$ cat config.mk
export PLATFORM = sky130hd
export DESIGN_NAME = keep_one_in_n_unzip
export DESIGN_NICKNAME = d
export VERILOG_FILES = /design/src/rtl/keep_one_in_n_unzip.sv
export SDC_FILE = /design/constraint.sdc
export NUM_CORES = 1
export LEC_CHECK = 0
export ABC_CLOCK_PERIOD_IN_PS = 1700
export BUFFER_PORTS_ARGS = -buffer_cell sky130_fd_sc_hd__buf_2
export CORE_MARGIN = 1
export CORE_UTILIZATION = 51
export DETAILED_ROUTE_END_ITERATION = 16
export GPL_TIMING_DRIVEN = 0
export PLACE_DENSITY_LB_ADDON = 0.05
export SLEW_MARGIN = 20
export SYNTH_ARGS = -nofsm -noshare
export SYNTH_HDL_FRONTEND = slang
export SYNTH_SLANG_ARGS = --single-unit
$ cat constraint.sdc
create_clock -name clk -period 1.7 [get_ports clk]
set_input_delay 0.085 -clock clk [delete_from_list [all_inputs] [get_ports clk]]
set_output_delay 0.085 -clock clk [all_outputs]
set_load 0.02 [all_outputs]
$ cat src/rtl/keep_one_in_n_unzip.sv
// Receive-side 4:1 expander: one packed word of four 4-bit I/Q symbols in,
// four sc16 samples out, MSB symbol first.
module keep_one_in_n_unzip #(
  parameter int WIDTH     = 32,
  parameter bit ALIGN_MSB = 1'b1
) (
  input  logic             clk,
  input  logic             reset,
  input  logic [WIDTH-1:0] i_tdata,
  input  logic             i_tlast,
  input  logic             i_tvalid,
  output logic             i_tready,
  output logic [WIDTH-1:0] o_tdata,
  output logic             o_tlast,
  output logic             o_tvalid,
  input  logic             o_tready
);

  localparam int NUM_SYM = 4;

  logic [WIDTH-1:0] word_reg;
  logic             last_reg;
  logic             hold_valid;
  logic [1:0]       idx;

  logic             last_sym;
  logic             accept;
  logic             out_xfer;
  logic [WIDTH-1:0] sample_exp [NUM_SYM];

  // Expand one 4-bit two's complement nibble to a 16-bit component.
  function automatic logic [15:0] expand_nib(input logic [3:0] nib);
    logic [15:0] res;
    if (ALIGN_MSB) begin
      res = {nib, 12'h000};
    end else begin
      res = {{12{nib[3]}}, nib};
    end
    return res;
  endfunction

  assign last_sym = (idx == 2'd3);
  assign out_xfer = hold_valid & o_tready;

  // A new word may land in the same cycle the final sample leaves.
  assign i_tready = ~hold_valid | (o_tready & last_sym);
  assign accept   = i_tvalid & i_tready;

  // Symbol gi lives in byte (3-gi): emission runs from the top byte down.
  genvar gi;
  generate
    for (gi = 0; gi < NUM_SYM; gi++) begin : g_sym
      logic [7:0] sym_byte;
      assign sym_byte       = word_reg[WIDTH-1-8*gi -: 8];
      assign sample_exp[gi] = {expand_nib(sym_byte[7:4]), expand_nib(sym_byte[3:0])};
    end
  endgenerate

  always_comb begin
    o_tdata = sample_exp[idx];
  end

  assign o_tvalid = hold_valid;
  assign o_tlast  = hold_valid & last_reg & last_sym;

  always_ff @(posedge clk or negedge reset) begin
    if (!reset) begin
      word_reg   <= '0;
      last_reg   <= 1'b0;
      hold_valid <= 1'b0;
      idx        <= 2'd0;
    end else if (accept) begin
      word_reg   <= i_tdata;
      last_reg   <= i_tlast;
      hold_valid <= 1'b1;
      idx        <= 2'd0;
    end else if (out_xfer) begin
      if (last_sym) begin
        hold_valid <= 1'b0;
        idx        <= 2'd0;
      end else begin
        idx <= idx + 2'd1;
      end
    end
  end

endmodule

## After elaboration in Yosys (flattened, before gate mapping)

Index checks and enable logic that the tools add are counted.

| operators by class | value |
|---|---|
| add/sub/neg operators | 1 |
| order comparisons | 1 |
| equal/unequal tests | 1 |
| muxes and demuxes | 9 |
| bitwise operators | 8 |
| reduce and logical (&&, ||, !) cells | 3 |

Operators with widths:

| cell | number |
|---|---|
| $bmux W32 S2 | 1 |
| $mux W32 | 2 |
| $mux W2 | 3 |
| $and A1 B1 Y1 | 5 |
| $reduce_bool A2 Y1 | 2 |
| $ge A3 B3 Y1 const B | 1 |
| $mux W1 | 3 |
| $not A2 Y3 | 1 |
| $add A2 B1 Y2 const B | 1 |
| $eq A2 B2 Y1 const B | 1 |
| $reduce_and A2 Y1 | 1 |
| $not A1 Y1 | 1 |
| $or A1 B1 Y1 | 1 |

| word-level totals | value |
|---|---|
| register bits after elaboration | 36 |
| input bits | 37 |
| output and inout bits | 35 |

## Depth between registers and ports, before layout

Gate-level depths: netlist of run 1.

| logic depth | value |
|---|---|
| word-level depth | 6 |
| mapped depth | 5 |
| depth with buffers taken out | 3 |

## Worst setup path before layout of run 1

Ideal clock, no wire load.

| timing | value |
|---|---|
| path type | reg2reg |
| from | register idx[0] |
| to | register last_reg |
| library setup time | 0.096 ns |
| arrival | 1.256 ns |
| data required time | 1.604 ns |
| slack | 0.348 ns |
| cell stages (with the launch flop) | 6 |
| buffers on the path | 2 |
| path through | dfrtp_1 -> ha_1 -> and3_1 -> buf_6 -> buf_6 -> o32ai_2 |

| on the way | value |
|---|---|
| cells in the longest elaborated chain, start to end | 4 |

Ends and longest elaborated chain:

| what | line | RTL |
|---|---|---|
| from (decl) | 24 | `logic [1:0] idx;` |
| from (signal assigned) | 82 | `idx <= idx + 2'd1;` |
| $eq A2 B2 Y1 | 42 | `assign last_sym = (idx == 2'd3);` |
| $and A1 B1 Y1 | 46 | `assign i_tready = ~hold_valid \| (o_tready & last_sym);` |
| $or A1 B1 Y1 | 46 |  |
| $and A1 B1 Y1 | 47 | `assign accept = i_tvalid & i_tready;` |
| to (signal assigned) | 74 | `last_reg <= i_tlast;` |
| to (decl) | 22 | `logic last_reg;` |

Every way passes these cells.
A chain may end at the register's enable or synchronous reset.

## Worst setup path after layout of run 1

| timing | value |
|---|---|
| from | register idx[0] |
| to | output o_tdata[13] |

| on the way | value |
|---|---|
| cells in the longest elaborated chain, start to end | 4 |

Ends and longest elaborated chain:

| what | line | RTL |
|---|---|---|
| $not A2 Y3 (not written as such) | 60 | `o_tdata = sample_exp[idx];` |
| $bmux W32 S2 | 60 |  |
| $mux W32 (not written as such) (2 in a row) | 60 |  |
| to (decl) | 13 | `output logic [WIDTH-1:0] o_tdata,` |

Every way passes these cells. The select of a mux whose other input is x is not followed.

==> impl_metrics.tcl, run 1 <==
set metrics [dict create \
    status "completed" \
    drv_cap 0 \
    htreeDepth 2 \
    seq_area_frac_synth 0.396 \
    rows 23 \
    cp_slowest_cell "mux4_2" \
    synth_top_family_by_area "compound AO/OA/AOI/OAI gates" \
    layout.cells.non_filler 329 \
    met2_usage 0.352 \
    relSlewSlack 0.454 \
    ys_warn_count 0 \
    ys_seq_elements 36 \
    crit_buf_inv 2 \
    setup_viol_count_final 0 \
    fin_crit_sh 0.963 \
    yosys.area_share.simple 0.0787 \
    irDropWorstVdd_mv 0.854 \
    die_h_um 68.8 \
    drt_wl_total_um 4590 \
    largest_reg_flops 32 \
    grt_max_degree 37 \
    drcViolationCount 0 \
    critPathKind "flop to primary output" \
    drt-initial-drc-count 116 \
    final.fill_count 324 \
    slew_violations 0 \
    start_util 0.549 \
    timing.rr.start "idx[0]" \
    avgRoutedWirePerCell_um 14.0 \
    use_met3 0.0345 \
    hold_violations 0 \
    hpwlAfterDp_um 3240 \
    cp.arrival_ns 1.55 \
    hp-start "i_tdata[8]" \
    use_met1 0.289 \
    synthAdderAreaFrac 0.00550 \
    vias 1616 \
    antenna_left 0 \
    rsz0062_at_grt "no" \
    worstSetupStartpointType "flop" \
    clock-root-buffer "clkbuf_8" \
    cts_tree "yes" \
    fin_setup_tns_ns 0 \
    grt_pass1_wl_um 7230 \
    dr.pass1.iters 4 \
    p_total_mw 4.50 \
    die_x_um 68.8 \
    globalplace.congestion 0.738 \
    cts_sinks 36 \
    dieArea_um2 4730 \
    nets 316 \
    clkTransAtPathRegs_ns 0.07 \
    worst_pin_slew_ns 0.818 \
    hold_class "input pin to flop" \
    antenna_cells 0 \
    path_cells "buf_6 > mux4_2 > buf_2" \
    syn_area_um2 2270 \
    synth_xor_area_frac 0 \
    synth-compound-area-share 0.243 \
    grt_usage 0.216 \
    core_um2 4140 \
    power.leakage_nw 1.42 \
    overflow 0 \
    drive_gt1_frac 0.480 \
    numCtsBuffers 5 \
    skew_ns 0.00455 \
    fin_crit_ns 1.64 \
    worstSetupEndpointType "primary output" \
    crit_family "multiplexers" \
    startpoint "idx[0]" \
    drt-vias-per-instance 4.91 \
    areaGrowthSynthToFinish_pct 22.2 \
    syn_avg_cell_area_um2 11.4 \
    power-per-cell-area_nw_per_um2 1620 \
    antenna_found_initial 0 \
    post-place-cells 319 \
    worstPathRequired_ns 1.62 \
    synth_cells 199 \
    grt-busiest-layer "met2" \
    clock_path_buffers 2 \
    slowest_delay_ns 0.53 \
    grt_pass1_vias 1478 \
    synthMuxAreaShare 0.0793 \
    yosysUniqueCellTypes 21 \
    portBuffers 47 \
    clock.fmax_ghz 0.611 \
    critical_path_peak_fanout 10 \
    pin_count 72 \
    clkLatencyLatePin_ns 0.28 \
]
-- cell families after synthesis --
| kind of cell | count (synthesis) |
|---|---|
| buffers and inverters | 75 |
| AND/OR/NAND/NOR | 42 |
| AO/OA/AOI/OAI | 36 |
| flip-flops | 36 |
| multiplexers | 8 |
| adder cells (fa/ha/maj) | 1 |
| other | 1 |
-- stage by stage --
stage                     setup slack [ns]  hold slack [ns]  utilization  cell area (um^2)
after CTS                           0.0151           0.0530        0.668              2770
final                               0.0625           0.0540        0.671              2780
after global placement               0.219            0.225        0.641              2660
after global routing                0.0114           0.0542        0.671              2780
after detailed placement             0.215            0.222        0.641              2660
after floorplan                      0.348           -0.211            -              2360
-- final cells by class --
cell class,instances,area [um^2],share of cell area
multi-input combinational,111,1020,0.366
buffer,41,329,0.118
inverter,34,128,0.0459
tap,50,62.6,0.0225
timing repair buffer,49,253,0.0909
clock buffer,8,90.1,0.0324
sequential,36,901,0.324
-- per-layer routing --
| metal | vias up | wire length (um) |
|---|---|---|
| met3 | 6 | 206 |
| met5 | - | 0 |
| met4 | 0 | 51 |
| li1 | 801 | - |
| met2 | 46 | 2250 |
| met1 | 763 | 2090 |
-- cells in the final DEF (no fill, tap or decap), drive strengths merged --
| cell type | Yosys | routed |
|---|---|---|
| a21boi | 1 | 1 |
| a31o | 1 | 1 |
| inv | 34 | 34 |
| or2 | 1 | 1 |
| dfrtp | 36 | 36 |
| nor2b | 1 | 1 |
| nand2b | 1 | 1 |
| and3 | 3 | 3 |
| ha | 1 | 1 |
| dlygate4sd3 | 0 | 1 |
| mux4 | 8 | 8 |
| buf | 37 | 85 |
| o32ai | 33 | 33 |
| clkbuf | 4 | 12 |
| nand2 | 35 | 35 |
| nor4bb | 1 | 1 |
| conb | 1 | 24 |
| a32o | 1 | 1 |
-- final timing paths --
| kind | slack [ns] | endpoint | depth (start not counted) |
|---|---|---|---|
| max reg2reg | 0.25 | word_reg[24] | 5 |
| min in group asynchronous | 0.43 | word_reg[28] | 2 |
| max in group asynchronous | 0.75 | word_reg[25] | 2 |
| max | 0.06 | o_tdata[13] | 3 |
| min reg2reg | 0.54 | word_reg[10] | 2 |
| min | 0.05 | word_reg[8] | 3 |
-- power breakdown --
| group | total [mW] | internal (mW) | switching, mW |
|---|---|---|---|
| Combinational | 2.36 | 1.26 | 1.11 |
| Sequential | 1.52 | 1.27 | 0.241 |
| Clock | 0.621 | 0.330 | 0.291 |
-- worst min-delay path: stages --
cell and delay, ns:
buf_2 0.09, nand2_1 0.05, o32ai_1 0.06
-- synthesized netlist by cell type --
library cell,instances,area share
or2_1,1,0.0028
buf_4,27,0.089
clkbuf_1,4,0.0066
o32ai_1,3,0.012
dfrtp_1,36,0.40
inv_2,1,0.0016
a32o_1,1,0.0044
conb_1,1,0.0016
ha_1,1,0.0055
buf_2,2,0.0044
buf_6,8,0.040
and3_1,3,0.0083
mux4_2,8,0.079
a21boi_4,1,0.0083
nand2b_1,1,0.0028
nor2b_1,1,0.0028
nor4bb_1,1,0.0044
o32ai_2,30,0.21
nand2_1,35,0.058
inv_1,33,0.054
a31o_2,1,0.0039
-- repair_timing --
| action | in CTS | in global routing |
|---|---|---|
| setup endpoints to repair | 9 | 9 |
| hold buffers | 1 | 0 |
| gates cloned | 0 | 0 |
| gates resized for setup | 2 | 3 |
| hold endpoints to repair | 36 | 0 |
| buffers inserted | 1 | 0 |
| pin swaps | 1 | 0 |
(Power assumes the default switching activity.)
==> run 2: changes to the inputs <==
- CORE_ASPECT_RATIO: not set -> 1.5
- GPL_TIMING_DRIVEN: 0 -> not set
==> impl_metrics.tcl, run 2 (synthesized netlist as in run 1, its figures left out) <==
set metrics [dict create \
    status "completed" \
    avgRoutedWirePerCell_um 16.0 \
    clock-root-buffer "clkbuf_8" \
    cp.arrival_ns 1.57 \
    antenna_cells 0 \
    drcViolationCount 0 \
    areaGrowthSynthToFinish_pct 11.9 \
    worst_pin_slew_ns 0.817 \
    fin_setup_tns_ns 0 \
    grt_usage 0.206 \
    cts_sinks 36 \
    dieArea_um2 4730 \
    hold_class "input pin to flop" \
    final_cell_area_um2 2540 \
    die_x_um 56.5 \
    htreeDepth 2 \
    placedInstanceArea_um2 2440 \
    fin_crit_sh 0.971 \
    power-per-cell-area_nw_per_um2 1750 \
    drt_wl_total_um 4680 \
    final.fill_count 375 \
    antenna_found_initial 0 \
    setup_viol_count_final 0 \
    fin_util 0.599 \
    clkTransAtPathRegs_ns 0.07 \
    place_ws_ns 0.167 \
    pin_count 72 \
    largest_reg_flops 32 \
    clock.fmax_ghz 0.606 \
    die_h_um 83.8 \
    drt-vias-per-instance 5.38 \
    fin_crit_ns 1.65 \
    skew_ns 0.00285 \
    cts_tree "yes" \
    drive_gt1_frac 0.427 \
    drv_cap 0 \
    portBuffers 47 \
    fin_ws_ns 0.0487 \
    critical_path_peak_fanout 10 \
    relSlewSlack 0.455 \
    worstPathRequired_ns 1.62 \
    drt-initial-drc-count 44 \
    rows 29 \
    start_util 0.536 \
    globalplace.congestion 0.717 \
    dr.pass1.iters 4 \
    core_um2 4250 \
    worstSetupStartpointType "flop" \
    power.leakage_nw 1.27 \
    irDropWorstVdd_mv 1.09 \
    overflow 0 \
    hold_violations 0 \
    clkLatencyLatePin_ns 0.28 \
    antenna_left 0 \
    mostFrequentLayoutCells "47 x buf_2, 36 x dfrtp_1, 35 x nand2_1" \
    worstSetupEndpointType "primary output" \
    slew_violations 0 \
    postCtsSetupBuffers 0 \
    clock_path_buffers 2 \
    critPathKind "flop to primary output" \
    nets 283 \
    final_common_cell "buf_2" \
    grt_max_degree 37 \
    grt_pass1_wl_um 7560 \
    numCtsBuffers 5 \
    grt_pass1_vias 1636 \
    vias 1572 \
    holdWs_ns 0.0568 \
    hpwlAfterDp_um 3370 \
]
[run 2: area by class of cell]
| class | count | area (um^2) | share of cell area |
|---|---|---|---|
| multi-input cells | 111 | 1020 | 0.402 |
| clock buffers | 8 | 90.1 | 0.0354 |
| flip-flops and latches | 36 | 901 | 0.354 |
| inverters | 34 | 128 | 0.0502 |
| well taps | 46 | 57.6 | 0.0226 |
| repair buffers | 57 | 345 | 0.136 |
[run 2: metal layers]
metal,track usage,share of wire,vias to the layer above,routed length (um)
met5,0,0,-,0
met4,0.0732,0.022,0,105
met3,0.0341,0.039,9,180
met2,0.369,0.55,47,2590
met1,0.243,0.39,787,1800
li1,-,-,729,-
[run 2: per-stage QoR]
step / total power, mW / cells
CTS: 4.47 / 292
global route: 4.70 / 292
detailed placement: 3.83 / 283
floorplan: 3.33 / 222
global placement: 3.74 / 283
finish: 4.46 / 292
[run 2: worst paths after layout]
| path | startpoint | end | slack (ns) | depth (start not counted) |
|---|---|---|---|---|
| max in group asynchronous | reset | word_reg[1] | 0.75 | 2 |
| min in group asynchronous | reset | word_reg[27] | 0.42 | 2 |
| worst min register to register | word_reg[10] | word_reg[10] | 0.55 | 2 |
| worst max register to register | idx[0] | word_reg[8] | 0.12 | 4 |
| worst max-delay path | idx[0] | o_tdata[12] | 0.05 | 3 |
| worst min-delay path | i_tdata[10] | word_reg[10] | 0.06 | 3 |
[run 2: where the power goes]
group	leakage (nW)	internal (mW)	total, mW	switching, mW
Combinational	0.786	1.21	2.31	1.10
Clock	0.0455	0.331	0.628	0.297
Sequential	0.436	1.27	1.52	0.241
[run 2: critical path, cell delays in order, from the launching register on]
cell	delay (ns)
dfrtp_1	0.39
buf_8	0.19
mux4_2	0.52
buf_2	0.18
[run 2: timing repair]
item	4_1_cts	5_1_grt
gates resized for setup	0	2
hold buffers	1	0
endpoints found under the hold margin	36	0
setup endpoints to repair	0	8
